**src/rtl/sha_pkg.sv**
```systemverilog
// Shared types and width constants for the SHA job controller slice.
package sha_pkg;

  localparam int MIDSTATE_W = 256;
  localparam int HEAD_W     = 512;
  localparam int NONCE_W    = 32;
  localparam int SWEEP_W    = 40;

  typedef enum logic [1:0] {
    IDLE   = 2'd0,
    CLEAR  = 2'd1,
    SOLVE  = 2'd2,
    REPORT = 2'd3
  } ctrl_state_t;

endpackage

```
**src/rtl/sha_sweep_timer.sv**
```systemverilog
// Solve-phase timing: 40-bit sweep counter for nonce-space exhaustion and a
// short saturating counter that masks flag while the solve pipeline fills.
module sha_sweep_timer
  import sha_pkg::*;
#(
  parameter logic [SWEEP_W-1:0] SWEEP_CYCLES     = 40'd137438953472,
  parameter int                 FLAG_MASK_CYCLES = 3
) (
  input  logic clk,
  input  logic n_rst,
  input  logic i_clear,
  input  logic i_en,
  output logic o_done,
  output logic o_masked
);

  localparam logic [3:0] MASK_LIMIT = 4'(FLAG_MASK_CYCLES);

  logic [SWEEP_W-1:0] r_sweep_cnt;
  logic [3:0]         r_mask_cnt;

  always_ff @(posedge clk) begin
    if (!n_rst || i_clear) begin
      r_sweep_cnt <= '0;
      r_mask_cnt  <= '0;
    end else if (i_en) begin
      r_sweep_cnt <= r_sweep_cnt + 1'b1;
      // Saturates so a long solve never re-opens the mask window.
      if (r_mask_cnt < MASK_LIMIT) begin
        r_mask_cnt <= r_mask_cnt + 1'b1;
      end
    end
  end

  assign o_done   = (r_sweep_cnt == (SWEEP_CYCLES - 1'b1));
  assign o_masked = (r_mask_cnt < MASK_LIMIT);

endmodule

```
**src/rtl/sha_job_controller.sv**
```systemverilog
// Job sequencer for the multi-core SHA solve block: accept a job, clear the
// counters, run the solve, and report found/exhausted/aborted to the host.
module sha_job_controller
  import sha_pkg::*;
#(
  parameter int                 NCORE            = 2,
  parameter logic [SWEEP_W-1:0] SWEEP_CYCLES     = SWEEP_W'(64 * (64'h1_0000_0000 / NCORE)),
  parameter int                 CLEAR_CYCLES     = 2,
  parameter int                 FLAG_MASK_CYCLES = 3
) (
  input  logic                  clk,
  input  logic                  n_rst,
  input  logic                  job_valid,
  output logic                  job_ready,
  input  logic [MIDSTATE_W-1:0] job_midstate,
  input  logic [HEAD_W-1:0]     job_headdata,
  input  logic                  abort,
  output logic [MIDSTATE_W-1:0] midState,
  output logic [HEAD_W-1:0]     headData,
  output logic                  loadState,
  output logic                  solveEn,
  input  logic                  flag,
  input  logic [NONCE_W-1:0]    goldenNonce,
  output logic                  result_valid,
  input  logic                  result_ready,
  output logic                  result_found,
  output logic                  result_aborted,
  output logic [NONCE_W-1:0]    result_nonce,
  output logic                  busy
);

  localparam logic [3:0] CLEAR_LAST = 4'(CLEAR_CYCLES - 1);

  ctrl_state_t r_state;
  ctrl_state_t w_state_next;

  logic [3:0]            r_clr_cnt;
  logic [MIDSTATE_W-1:0] r_midstate;
  logic [HEAD_W-1:0]     r_headdata;
  logic                  r_found;
  logic                  r_aborted;
  logic [NONCE_W-1:0]    r_nonce;

  logic w_in_solve;
  logic w_done;
  logic w_masked;
  logic w_hit;
  logic w_exit;
  logic w_accept;

  assign w_in_solve = (r_state == SOLVE);
  assign w_hit      = flag && !w_masked;
  assign w_exit     = w_in_solve && (abort || w_hit || w_done);
  assign w_accept   = (r_state == IDLE) && job_valid;

  // Counters sit at zero outside SOLVE, so the first SOLVE cycle sees count 0.
  sha_sweep_timer #(
    .SWEEP_CYCLES     (SWEEP_CYCLES),
    .FLAG_MASK_CYCLES (FLAG_MASK_CYCLES)
  ) u_timer (
    .clk      (clk),
    .n_rst    (n_rst),
    .i_clear  (!w_in_solve),
    .i_en     (w_in_solve),
    .o_done   (w_done),
    .o_masked (w_masked)
  );

  always_comb begin
    w_state_next = r_state;
    case (r_state)
      IDLE:    if (job_valid)                w_state_next = CLEAR;
      CLEAR:   if (r_clr_cnt == CLEAR_LAST)  w_state_next = SOLVE;
      SOLVE:   if (w_exit)                   w_state_next = REPORT;
      REPORT:  if (result_ready)             w_state_next = IDLE;
      default:                               w_state_next = IDLE;
    endcase
  end

  always_ff @(posedge clk) begin
    if (!n_rst) begin
      r_state    <= IDLE;
      r_clr_cnt  <= '0;
      r_midstate <= '0;
      r_headdata <= '0;
      r_found    <= 1'b0;
      r_aborted  <= 1'b0;
      r_nonce    <= '0;
    end else begin
      r_state <= w_state_next;

      if (w_accept) begin
        r_midstate <= job_midstate;
        r_headdata <= job_headdata;
        r_clr_cnt  <= '0;
      end else if (r_state == CLEAR) begin
        r_clr_cnt <= r_clr_cnt + 1'b1;
      end

      // Exit priority: abort, then unmasked flag, then exhaustion.
      if (w_exit) begin
        if (abort) begin
          r_found   <= 1'b0;
          r_aborted <= 1'b1;
          r_nonce   <= '0;
        end else if (w_hit) begin
          r_found   <= 1'b1;
          r_aborted <= 1'b0;
          r_nonce   <= goldenNonce;
        end else begin
          r_found   <= 1'b0;
          r_aborted <= 1'b0;
          r_nonce   <= '0;
        end
      end
    end
  end

  assign job_ready      = (r_state == IDLE);
  assign busy           = (r_state != IDLE);
  assign loadState      = w_in_solve;
  assign solveEn        = w_in_solve;
  assign result_valid   = (r_state == REPORT);
  assign result_found   = r_found;
  assign result_aborted = r_aborted;
  assign result_nonce   = r_nonce;
  assign midState       = r_midstate;
  assign headData       = r_headdata;

endmodule

```
**config.mk**
```make
export PLATFORM = sky130hd
export DESIGN_NAME = sha_job_controller
export DESIGN_NICKNAME = d
export VERILOG_FILES = /design/src/rtl/sha_pkg.sv /design/src/rtl/sha_sweep_timer.sv /design/src/rtl/sha_job_controller.sv
export SDC_FILE = /design/constraint.sdc
export NUM_CORES = 2
export LEC_CHECK = 0
export ABC_AREA = 0
export BUFFER_PORTS_ARGS = -buffer_cell sky130_fd_sc_hd__buf_4
export CAP_MARGIN = 0
export CORE_AREA = 2 2 625 627
export DETAILED_ROUTE_END_ITERATION = 16
export DIE_AREA = 0 0 627 629
export PLACE_DENSITY = 0.31
export SYNTH_ARGS = -nofsm -noshare
export SYNTH_HDL_FRONTEND = slang
export SYNTH_SLANG_ARGS = --single-unit
```
**constraint.sdc**
```tcl
create_clock -name clk -period 2.4 [get_ports clk]
set_clock_uncertainty 0.05 [all_clocks]
set_input_delay 0.12 -clock clk [delete_from_list [all_inputs] [get_ports clk]]
set_output_delay 0.12 -clock clk [all_outputs]
set_load 0.01 [all_outputs]
```
# Word-level counts from Yosys, hierarchy flattened
# Cells that the tools add are included.
[classes]
eq_ne = 9
mux = 10
n_bitwise = 1
n_addsub = 3
reduce_logical = 14
n_lt_le_gt_ge = 1
[ops]
columns = ["operator", "count"]
rows = [
  ["$mux W32", 2],
  ["$add A40 B1 Y40 const B", 1],
  ["$eq A40 B37 Y1 const B", 1],
  ["$add A4 B1 Y4 const B", 2],
  ["$mux W2", 4],
  ["$pmux W2 S4", 1],
  ["$eq A2 B2 Y1 const B", 2],
  ["$eq A4 B1 Y1 const B", 1],
  ["$lt A4 B2 Y1 const B", 1],
  ["$ne A2 B1 Y1 const B", 2],
  ["$ne A2 B2 Y1 const B", 2],
  ["$reduce_and A4 Y1", 1],
  ["$logic_and A1 B1 Y1", 3],
  ["$logic_not A1 Y1", 3],
  ["$logic_or A1 B1 Y1", 3],
  ["$mux W1", 3],
  ["$eq A2 B1 Y1 const B", 1],
  ["$logic_not A2 Y1", 1],
  ["$reduce_and A2 Y1", 1],
  ["$reduce_bool A2 Y1", 1],
  ["$reduce_or A2 Y1", 1],
  ["$not A1 Y1", 1],
]
[totals]
output_inout_bits = 807
reg_bits = 852
in_bits = 806
word_cells = 47

# Depth between registers and ports, before layout
[logic_depth]
word_depth = 8
mapped_depth = 9
depth_no_buf = 7

# Hierarchy
# From an unflattened synthesis, not the netlist that was laid out.
[unflattened]
cells_unflattened = 3730
area_unflattened_um2 = 32276.0
[modules_own_cells]
columns = ["mod", "area_each_um2", "seq_area_each_um2", "instances", "cells_per_inst"]
rows = [
  ["sha_job_controller", 30190.2, 16175.5, 1, 3487],
  ["sha_sweep_timer", 2085.8, 880.8, 1, 243],
]

# Worst setup path after synthesis
# OpenSTA, ideal clock, no wires.
[synth_timing]
path_kind = "reg-to-reg"
startpoint = "register r_state[0]"
endpoint = "register u_timer.r_sweep_cnt[38]"
path_buffers = 0
setup_ps = 71
arrival_time_ps = 2092
synth_period_minus_slack_ps = 2213
path_stages_with_launch = 8
required_time_ps = 2279
setup_slack_ps = 187
path_cell_list = "dfxtp_1 inv_1 ha_1 nand4_1 or3_1 or4_4 or4_1 a21oi_1"
[synth_between]
elab_chain_len = 3
[synth_rtl]
columns = ["element", "line_no", "rtl"]
rows = [
  ["from (decl)", "sha_job_controller.sv:34", "ctrl_state_t r_state;"],
  ["from (signal assigned)", "sha_job_controller.sv:90", "r_state <= w_state_next;"],
  ["$eq A2 B2 Y1 *", "sha_job_controller.sv:51", "assign w_in_solve = (r_state == SOLVE);"],
  ["named net loadState", "sha_job_controller.sv:20", "output logic loadState,"],
  ["$logic_not A1 Y1", "sha_job_controller.sv:63", ".i_clear (!w_in_solve),"],
  ["$logic_or A1 B1 Y1", "sha_sweep_timer.sv:23", "if (!n_rst || i_clear) begin"],
  ["to (signal assigned)", "sha_sweep_timer.sv:27", "r_sweep_cnt <= r_sweep_cnt + 1'b1;"],
  ["to (decl)", "sha_sweep_timer.sv:19", "logic [SWEEP_W-1:0] r_sweep_cnt;"],
]
# Mark *: on every way through the listed nets, which the timed path passes. The rest lies on a longest branch.
# A chain may end at the register's enable or synchronous reset.

# Worst setup path after layout
[layout_timing]
startpoint = "register r_state[0]"
endpoint = "register u_timer.r_sweep_cnt[34]"
[layout_between]
elab_chain_len = 3
[layout_rtl]
columns = ["element", "line_no"]
rows = [
  ["$eq A2 B2 Y1 *", "sha_job_controller.sv:51"],
  ["$logic_not A1 Y1", "sha_job_controller.sv:63"],
  ["$logic_or A1 B1 Y1", "sha_sweep_timer.sv:23"],
]
# Every way passes the cells marked *; elsewhere a longest branch is shown, timed or not.

==> run summary <==
Tot GR Track Use: 13.71%
Worst-path clk slew: 60 ps
placed cell areas: 50170 um2
initial core utilization: 8.071%
die area: 394400 um2
worst hold-check path type: primary input to flop
synthesized cell area: 31290 um2
Hold Path Depth: 4
worst reg-to-reg path cell count: 7
CP Capture Type: flop
maxcap violations: 0
period utilisation layout: 94.26%
clock latency at the later pin of the worst-skew pair: 870 ps
final worst slack: 137.8 ps
WL per Instance: 23.85 um
post-DP HPWL: 236200 um
Pwr Density: 836.8 nW/um2
via count: 37640
grt total ovfl: 0
peak supply drop: 623.7 uV
Seq/Total Area, Yosys: 54.51%
number of synthesis warnings: 0
post-detailed-routing wire length: 281600 um
Mapped Cells: 3689
WS Path Type: flop to flop
Final Cell Area: 66460 um2
vias per inst: 3.188
Area growth syn-to-layout: 112.4%
syn nets: 4503
vias in the first global route: 38750
Unique masters post-synth: 41
first-pass GRT wire length: 365000 um
# fillers: 43850
Fin Hold WS: 93.38 ps
synthesis-stage register bit count: 852
unrepaired setup endpoints after global routing: no
Worst EP arrival: 3010 ps
minimum clock period: 2262 ps
setup violators final: 0
final count of hold timing violations: 0
post-route ant nets: 0
Slew @ Worst Pin: 914.2 ps
crit start category: flop
Worst Path Max Fanout: 6
Die Wd: 627 um
port buffer count: 1612
CTS tree: yes
# IOs: 1613
leakage power: 0.02689 uW
initial antenna violation count: 155
CTS Root Cell: clkbuf_16
TritonCTS buffer count: 121
largest net degree at the start of global routing: 146
worst path cell trace: inv_2, ha_2, nand4_1, or3_4, or4_4, or4_1, a21oi_1
status: finished, final reports clean
Place WS: 29.77 ps
total core area: 387700 um2
total clock sinks: 852
CP max stage delay: 460 ps
die height: 629 um
DRC: 0
Avg Cell Area, Syn: 8.482 um2
CP max stage cell: or4_4
gpl congestion: 0.8710
Slew HR: 39.06%
share of cells above drive strength 1: 29.27%
Crit path required time: 3150 ps
fin. max-slew vios: 0
TritonRoute pass-1 iters: 6
Final nets: 7291
f_max: 442.0 MHz
H-tree depth: 3
Cell Rows: 229
deepest clock path buffer count: 4
drt first-iter violations: 1649
what timing repair did:
action                                 4_1_cts  5_1_grt
resized for setup                            0        6
hold buffers                              1215        0
endpoints found under the hold margin      811        0
buffers inserted                             0        2
setup endpoints to repair                    0       53
stage by stage:
stage,cells,setup TNS [ps],util [%],total power (uW)
CTS,11770,0,17.11,57200
floorplan,3689,0,-,24360
finish,11810,0,17.14,55610
global placement,10330,-133.8,12.94,35750
detailed placement,10330,0,12.94,35840
global route,11790,0,17.13,58960
synthesized netlist by cell type (all sizes together):
cell type,count,area (um2)
buf,6,27.52
nor3,11,55.05
a21boi,769,5773
and2,4,25.03
inv,9,33.78
o221a,1,11.26
nand3,17,85.08
mux2i,2,20.02
a22o,32,280.3
a21o,1,7.510
nor2b,2,12.51
a31o,1,8.760
nor3b,1,7.510
xnor2,20,175.2
xor2,9,78.83
and3,9,56.30
ha,8,100.1
o31a,1,8.760
and4,8,72.57
or3,12,75.07
nand4,16,106.4
nand2,1558,5848
o41ai,1,8.760
nor2,36,135.1
dfxtp,852,17060
o21ai,12,60.06
clkbuf,266,998.5
o31ai,2,15.01
nor4,3,25.02
or4,4,33.78
a211oi,1,7.510
o211a,1,10.01
a21oi,14,70.07
kinds of logic after synthesis:
family | after synthesis | share of synthesized area (%)
DFF | 852 | 54.51
xor gates and xnor gates | 29 | 0.8118
buffers and inverters | 281 | 3.387
AOI/OAI and AO/OA | 836 | 20.01
adders and majority gates | 8 | 0.3199
and+or+nand+nor | 1681 | 20.89
muxes | 2 | 0.06398
cell type report:
class	instances	area, um2	share of cell area, %
clock inverters	40	483.0	0.7267
diodes	35	87.58	0.1318
clock buffers	182	3517	5.292
well taps	5197	6502	9.784
flip-flops and latches	852	17060	25.66
inverters	9	33.78	0.05083
multi-input cells	2556	13210	19.87
repair buffers	2937	25570	38.48
worst paths after layout:
path / from / endpoint / slack, ps
max: r_state[0] / u_timer.r_sweep_cnt[34] / 140
min reg2reg: headData[189] / headData[189] / 410
min: job_headdata[327] / headData[327] / 90
max reg2reg: r_state[0] / u_timer.r_sweep_cnt[34] / 140
layout by cell type (no fill, tap or decap), drive strengths merged, types with 2 or more instances in the layout:
cell type    instances
nand2             1558
inv                 11
a22o                32
or3                 12
nand3               17
buf               1722
a21boi             769
dlygate4sd3       1215
diode               35
nor4                 3
clkbuf             182
nor2b                2
nor3                11
and3                 9
xnor2               20
o31ai                2
nand4               16
dfxtp              852
and4                 8
clkinvlp             2
clkinv              28
bufinv               8
o21ai               12
and2                 4
mux2i                2
nor2                36
or4                  4
a21oi               14
ha                   8
xor2                 9
layer usage:
layer,part of all wire (%),wire length [um],GRT usage (%),vias to the layer above
li1,-,-,-,17640
met1,38,105800,14.88,18170
met2,50,141600,24.77,1374
met3,9.4,26350,5.144,440
met4,2.7,7714,3.498,22
met5,0.044,124,0,-
worst max-delay path, delay by kind of cell, from the launching register on:
family,cells,cell delay [ps]
buffers and inverters,1,80
AND/OR/NAND/NOR,4,1360
adder cells (fa/ha/maj),1,180
AO/OA/AOI/OAI,1,160
flip-flops,1,350
registers in the layout, summed over array words and instances (netlist names):
signal,cells
result_nonce,32
headData,512
u_timer.r_sweep_cnt,40
midState,256
result_aborted,1
r_state,2
r_clr_cnt,4
result_found,1
u_timer.r_mask_cnt,4
power breakdown:
| part | total, uW | internal (uW) | switching (uW) |
|---|---|---|---|
| Clock | 18600 | 10900 | 7720 |
| Combinational | 18800 | 7700 | 11100 |
| Sequential | 18100 | 16500 | 1610 |
| Total | 55600 | 35100 | 20500 |
Power figures use the tool's default switching activity.
